`config.mk`:
```
export PLATFORM = sky130hd
export DESIGN_NAME = wave_fetch_arbiter
export DESIGN_NICKNAME = d
export VERILOG_FILES = /design/src/rtl/wave_fetch_arbiter.sv
export SDC_FILE = /design/constraint.sdc
export NUM_CORES = 1
export LEC_CHECK = 0
export ABC_AREA = 1
export ABC_CLOCK_PERIOD_IN_PS = 6000
export CELL_PAD_IN_SITES_DETAIL_PLACEMENT = 1
export CELL_PAD_IN_SITES_GLOBAL_PLACEMENT = 1
export CORE_MARGIN = 3
export CORE_UTILIZATION = 35
export DETAILED_ROUTE_END_ITERATION = 8
export GPL_TIMING_DRIVEN = 0
export PLACE_DENSITY = 0.82
export SLEW_MARGIN = 20
export SYNTH_ARGS = -nofsm -noshare
export SYNTH_HDL_FRONTEND = slang
export SYNTH_SLANG_ARGS = --single-unit
```
`constraint.sdc`:
```
create_clock -name clk -period 6 [get_ports clk]
set_input_delay 1.2 -clock clk [delete_from_list [all_inputs] [get_ports clk]]
set_output_delay 1.2 -clock clk [all_outputs]
set_load 0.02 [all_outputs]
```
`src/rtl/wave_fetch_arbiter.sv`:
```
// Round-robin fetch arbiter: picks the next wavefront whose instruction queue
// may be fetched, keeps at most one fetch in flight per wave, and drops
// requests or outstanding fetches for flushed waves.
//
// state  | meaning
// IDLE   | no request presented; searching for an eligible wave
// REQ    | fetch_valid high, fetch_wfid held until handshake or withdrawal
module wave_fetch_arbiter #(
    parameter int NUM_WF = 40,
    parameter int WFID_W = 6
) (
    input  logic              clk,
    input  logic              rst,
    input  logic [NUM_WF-1:0] wf_active,
    input  logic [NUM_WF-1:0] wf_stop_fetch,
    input  logic [NUM_WF-1:0] wf_flush,
    output logic              fetch_valid,
    output logic [WFID_W-1:0] fetch_wfid,
    input  logic              fetch_ready,
    input  logic              ack_valid,
    input  logic [WFID_W-1:0] ack_wfid,
    output logic [NUM_WF-1:0] wf_outstanding
);

    typedef enum logic {
        S_IDLE = 1'b0,
        S_REQ  = 1'b1
    } state_t;

    state_t            state;
    state_t            state_nxt;
    logic [WFID_W-1:0] rr_ptr;
    logic [WFID_W-1:0] wfid_q;
    logic [NUM_WF-1:0] outst_q;
    logic [NUM_WF-1:0] elig;
    logic [NUM_WF-1:0] grant_mask;
    logic [NUM_WF-1:0] ack_mask;
    logic [WFID_W-1:0] sel;
    logic              any_elig;
    logic              handshake;
    logic              withdraw;

    // Wave id base+off, wrapped modulo NUM_WF (off never exceeds NUM_WF).
    function automatic logic [WFID_W-1:0] wrap_add(logic [WFID_W-1:0] base, int off);
        int s;
        s = int'(base) + off;
        if (s >= NUM_WF) s = s - NUM_WF;
        return WFID_W'(s);
    endfunction

    assign elig = wf_active & ~wf_stop_fetch & ~outst_q & ~wf_flush;

    // Shifting past the top bit yields zero, so out-of-range ack ids are ignored.
    assign grant_mask = NUM_WF'(1) << wfid_q;
    assign ack_mask   = ack_valid ? (NUM_WF'(1) << ack_wfid) : '0;

    assign handshake = (state == S_REQ) && fetch_ready;
    assign withdraw  = (state == S_REQ) && !fetch_ready &&
                       (|(grant_mask & (wf_flush | ~wf_active | wf_stop_fetch)));

    // Round-robin search from rr_ptr+1; scanning farthest-first lets the nearest win.
    always_comb begin
        sel      = '0;
        any_elig = 1'b0;
        for (int k = NUM_WF; k >= 1; k--) begin
            if (elig[wrap_add(rr_ptr, k)]) begin
                sel      = wrap_add(rr_ptr, k);
                any_elig = 1'b1;
            end
        end
    end

    // State register.
    always_ff @(posedge clk) begin
        if (rst) state <= S_IDLE;
        else     state <= state_nxt;
    end

    // Next-state logic.
    always_comb begin
        state_nxt = state;
        case (state)
            S_IDLE:  if (any_elig) state_nxt = S_REQ;
            S_REQ:   if (handshake || withdraw) state_nxt = S_IDLE;
            default: state_nxt = S_IDLE;
        endcase
    end

    // Outputs.
    always_comb begin
        fetch_valid    = (state == S_REQ);
        fetch_wfid     = wfid_q;
        wf_outstanding = outst_q;
    end

    // Request id, round-robin pointer and in-flight bits; flush beats a same-cycle grant.
    always_ff @(posedge clk) begin
        if (rst) begin
            rr_ptr  <= WFID_W'(NUM_WF - 1);
            wfid_q  <= '0;
            outst_q <= '0;
        end else begin
            if (state == S_IDLE && any_elig) wfid_q <= sel;
            if (handshake) rr_ptr <= wfid_q;
            outst_q <= ((outst_q & ~ack_mask) | (handshake ? grant_mask : '0)) & ~wf_flush;
        end
    end

endmodule

```
==> impl_metrics.py <==
metrics = {
    "outcome": {
        "status": "finished with violations",
        "violations": "negative setup slack",
    },
    "synth": {
        "synth_top_area_cell": "nand2_1",
        "netlist.area_leader.share": 0.182,
        "ys.flop_type": "dfxtp_1",
        "synth.distinct_cells": 77,
        "yosysSeqAreaShare": 0.0778,
        "netlist_area_mm2": 0.0136,
        "async_flop_share": 0,
        "avgSynthCellArea_um2": 5.39,
        "yosys_warnings": 0,
        "synthTopCellsByArea": "nand2_1 18%, inv_1 10%, dfxtp_1 7.8%, o21ai_0 7.6%, a21oi_1 7.3%",
        "synth_edf_count": 0,
        "yosys_register_bits": 53,
        "synth_cells": 2532,
        "syn-num-nets": 2724,
    },
    "critical_path": {
        "worst_setup_path_start_kind": "flop",
        "arrival_ps": 7140,
        "required_ps": 6180,
        "crit_type": "reg2reg",
        "crit_fanout": 5,
        "crit_start": "rr_ptr[1]",
        "r2r_cells": 70,
        "r2r_start": "rr_ptr[1]",
        "worst_path_largest_cell_delay_ps": 390,
        "r2r_end": "fetch_wfid[5]",
        "slowest_stage": "dfxtp_4",
        "cpMostUsedCell": "nand2_2",
        "end_kind": "flop",
        "r2r_slack_ps": -950,
    },
    "clocking": {
        "htree_levels": 2,
        "ctsRootBufferMaster": "clkbuf_16",
        "cts_tree": "yes",
        "ctsHoldBuffers": 0,
        "cts_made_buffers": 5,
        "clkSinkCount": 53,
        "cts.clk_slew.worst_paths_ps": 90,
        "clockBufferDepth": 2,
        "clock_latency_ps": 320,
    },
    "global_route": {
        "grt_first_pass_wirelength_um": 130000,
        "track_usage": 0.417,
        "grt_overflow": 0,
        "grt_max_degree": 18,
        "grt_pass1_vias": 20300,
        "antenna_found_initial": 2,
    },
    "routing": {
        "drc": 0,
        "drt_iter0_drc": 1582,
        "drtPass1Iterations": 5,
        "wl_per_cell_um": 27.4,
        "vias_per_cell": 6.02,
        "wl_um": 92600,
        "drtAntennaViolNets": 0,
        "vias": 20400,
    },
    "hold_path": {
        "hp-class": "reg2reg",
        "min_to": "wf_outstanding[37]",
        "worstHoldStart": "wf_outstanding[37]",
        "holdPathStages": 2,
    },
    "sta": {
        "max_clock_freq_mhz": 144,
        "setup_slack_ps": -951,
        "finalHoldWorstSlack_ps": 519,
        "final.period_utilization": 1.16,
        "finalMaxSlewViolations": 0,
        "hold_violations": 0,
        "finalSetupViolations": 7,
        "fin_crit_ps": 6950,
        "rsz0062_at_grt": "yes",
        "worst_pin_slew_ps": 1150,
        "skew_ps": 11.2,
        "relSlewSlack": 0.233,
    },
    "place": {
        "placed_cell_area_mm2": 0.0160,
        "io_buffers": 173,
        "place.gp.congestion": 1.07,
        "dp_cells": 3216,
        "hpwl_um": 72300,
        "dp_slack_ps": -4410,
    },
    "floorplanning": {
        "core_area_mm2": 0.0380,
        "initial_utilization": 0.359,
        "pin_count": 177,
        "num_rows": 71,
        "die_w_um": 203,
        "dieArea_mm2": 0.0414,
        "dieHeight_um": 203,
    },
    "pwr": {
        "finalPower_mw": 9.75,
        "power_density_mw_per_mm2": 491,
        "leakage_nw": 9.04,
        "ir_drop_uv": 166,
    },
    "layout": {
        "syn2layout_area_growth_pct": 45.7,
        "final_cells": 3385,
        "final_cell_mix": "525 x nand2_1, 336 x inv_1, 183 x a21oi_1, 159 x buf_4, 159 x o21ai_0",
        "final_nets": 3063,
        "drive_gt1_frac": 0.244,
        "stdcell_area_mm2": 0.0199,
        "fillers": 5246,
        "final_common_cell": "nand2_1",
        "register_area_mm2": 0.00108,
        "multiInputGateArea_mm2": 0.0127,
    },
    "job": {
        "drv_cap": 0,
    },
}
==> sequential cells by signal, summed over array words and instances, names as in the netlist <==
signal          cells
wf_outstanding     40
rr_ptr              6
fetch_wfid          6
fetch_valid         1
==> synthesized netlist by cell type, drive strengths merged, types with 21 or more instances <==
cell type    n
nor4        21
a21oi      205
o21ai      252
nand2      686
a211oi      32
ha          61
nand4       44
xor2        83
nand3      190
a31oi       31
nor2       191
o211ai      27
dfxtp       53
buf         39
clkbuf      39
inv        390
nor3        72
==> worst max-delay path by stage <==
| stage | cells past startpoint | endpoint |
|---|---|---|
| after global routing | 70 | fetch_wfid[5] |
| after floorplan | 56 | fetch_wfid[0] |
| after detailed placement | 67 | fetch_wfid[5] |
| final | 70 | fetch_wfid[5] |
| after CTS | 73 | fetch_wfid[5] |
| after global placement | 67 | fetch_wfid[5] |
==> routing by layer <==
metal	up-vias	wire length, um	GRT usage
met5	-	0	0
met2	1146	42000	0.705
met4	0	9830	0.328
met3	435	7060	0.0597
met1	9739	33700	0.471
li1	9050	-	-
==> final cells by class <==
cell class	instances	share of cell area
Sequential cell	53	0.0543
Inverter	398	0.0793
Clock buffer	6	0.00699
Multi-Input combinational cell	2003	0.641
Clock inverter	2	0.000881
Buffer	76	0.0338
Timing Repair Buffer	334	0.151
Antenna cell	2	0.000252
Tap cell	511	0.0322
==> through the flow <==
| stage | TNS, ps | util |
|---|---|---|
| global route | -7330 | 0.523 |
| global placement | -19850 | 0.421 |
| floorplan | 0 | - |
| detailed placement | -19530 | 0.421 |
| finish | -5800 | 0.523 |
| CTS | -4440 | 0.478 |
==> power by group <==
group / switching (mW) / total [mW] / internal, mW / leakage (nW)
Sequential: 0.0437 / 0.418 / 0.374 / 0.430
Clock: 0.174 / 0.344 / 0.170 / 0.0775
Combinational: 6.24 / 8.99 / 2.76 / 8.53
Total: 6.45 / 9.75 / 3.30 / 9.04
==> worst max-delay path, delay by kind of cell, from the launching register on <==
| kind | cells | cell delay [ps] |
|---|---|---|
| xor gates and xnor gates | 2 | 590 |
| buffers and inverters | 7 | 780 |
| adders and majority gates | 2 | 380 |
| DFF | 1 | 390 |
| and+or+nand+nor | 57 | 4310 |
| AOI/OAI and AO/OA | 2 | 260 |
==> cell families after synthesis <==
kind of cell,synth area share
buffers and inverters,0.140
multiplexers,0.00440
AND/OR/NAND/NOR,0.395
adder cells (fa/ha/maj),0.0574
flip-flops,0.0778
XOR/XNOR,0.0688
AO/OA/AOI/OAI,0.257
==> timing repair <==
item,CTS,global route
setup buffers,76,84
cloned,1,0
setup endpoints to repair,7,7
pin swaps,82,156
gates resized for setup,403,276
Power figures use the tool's default switching activity.
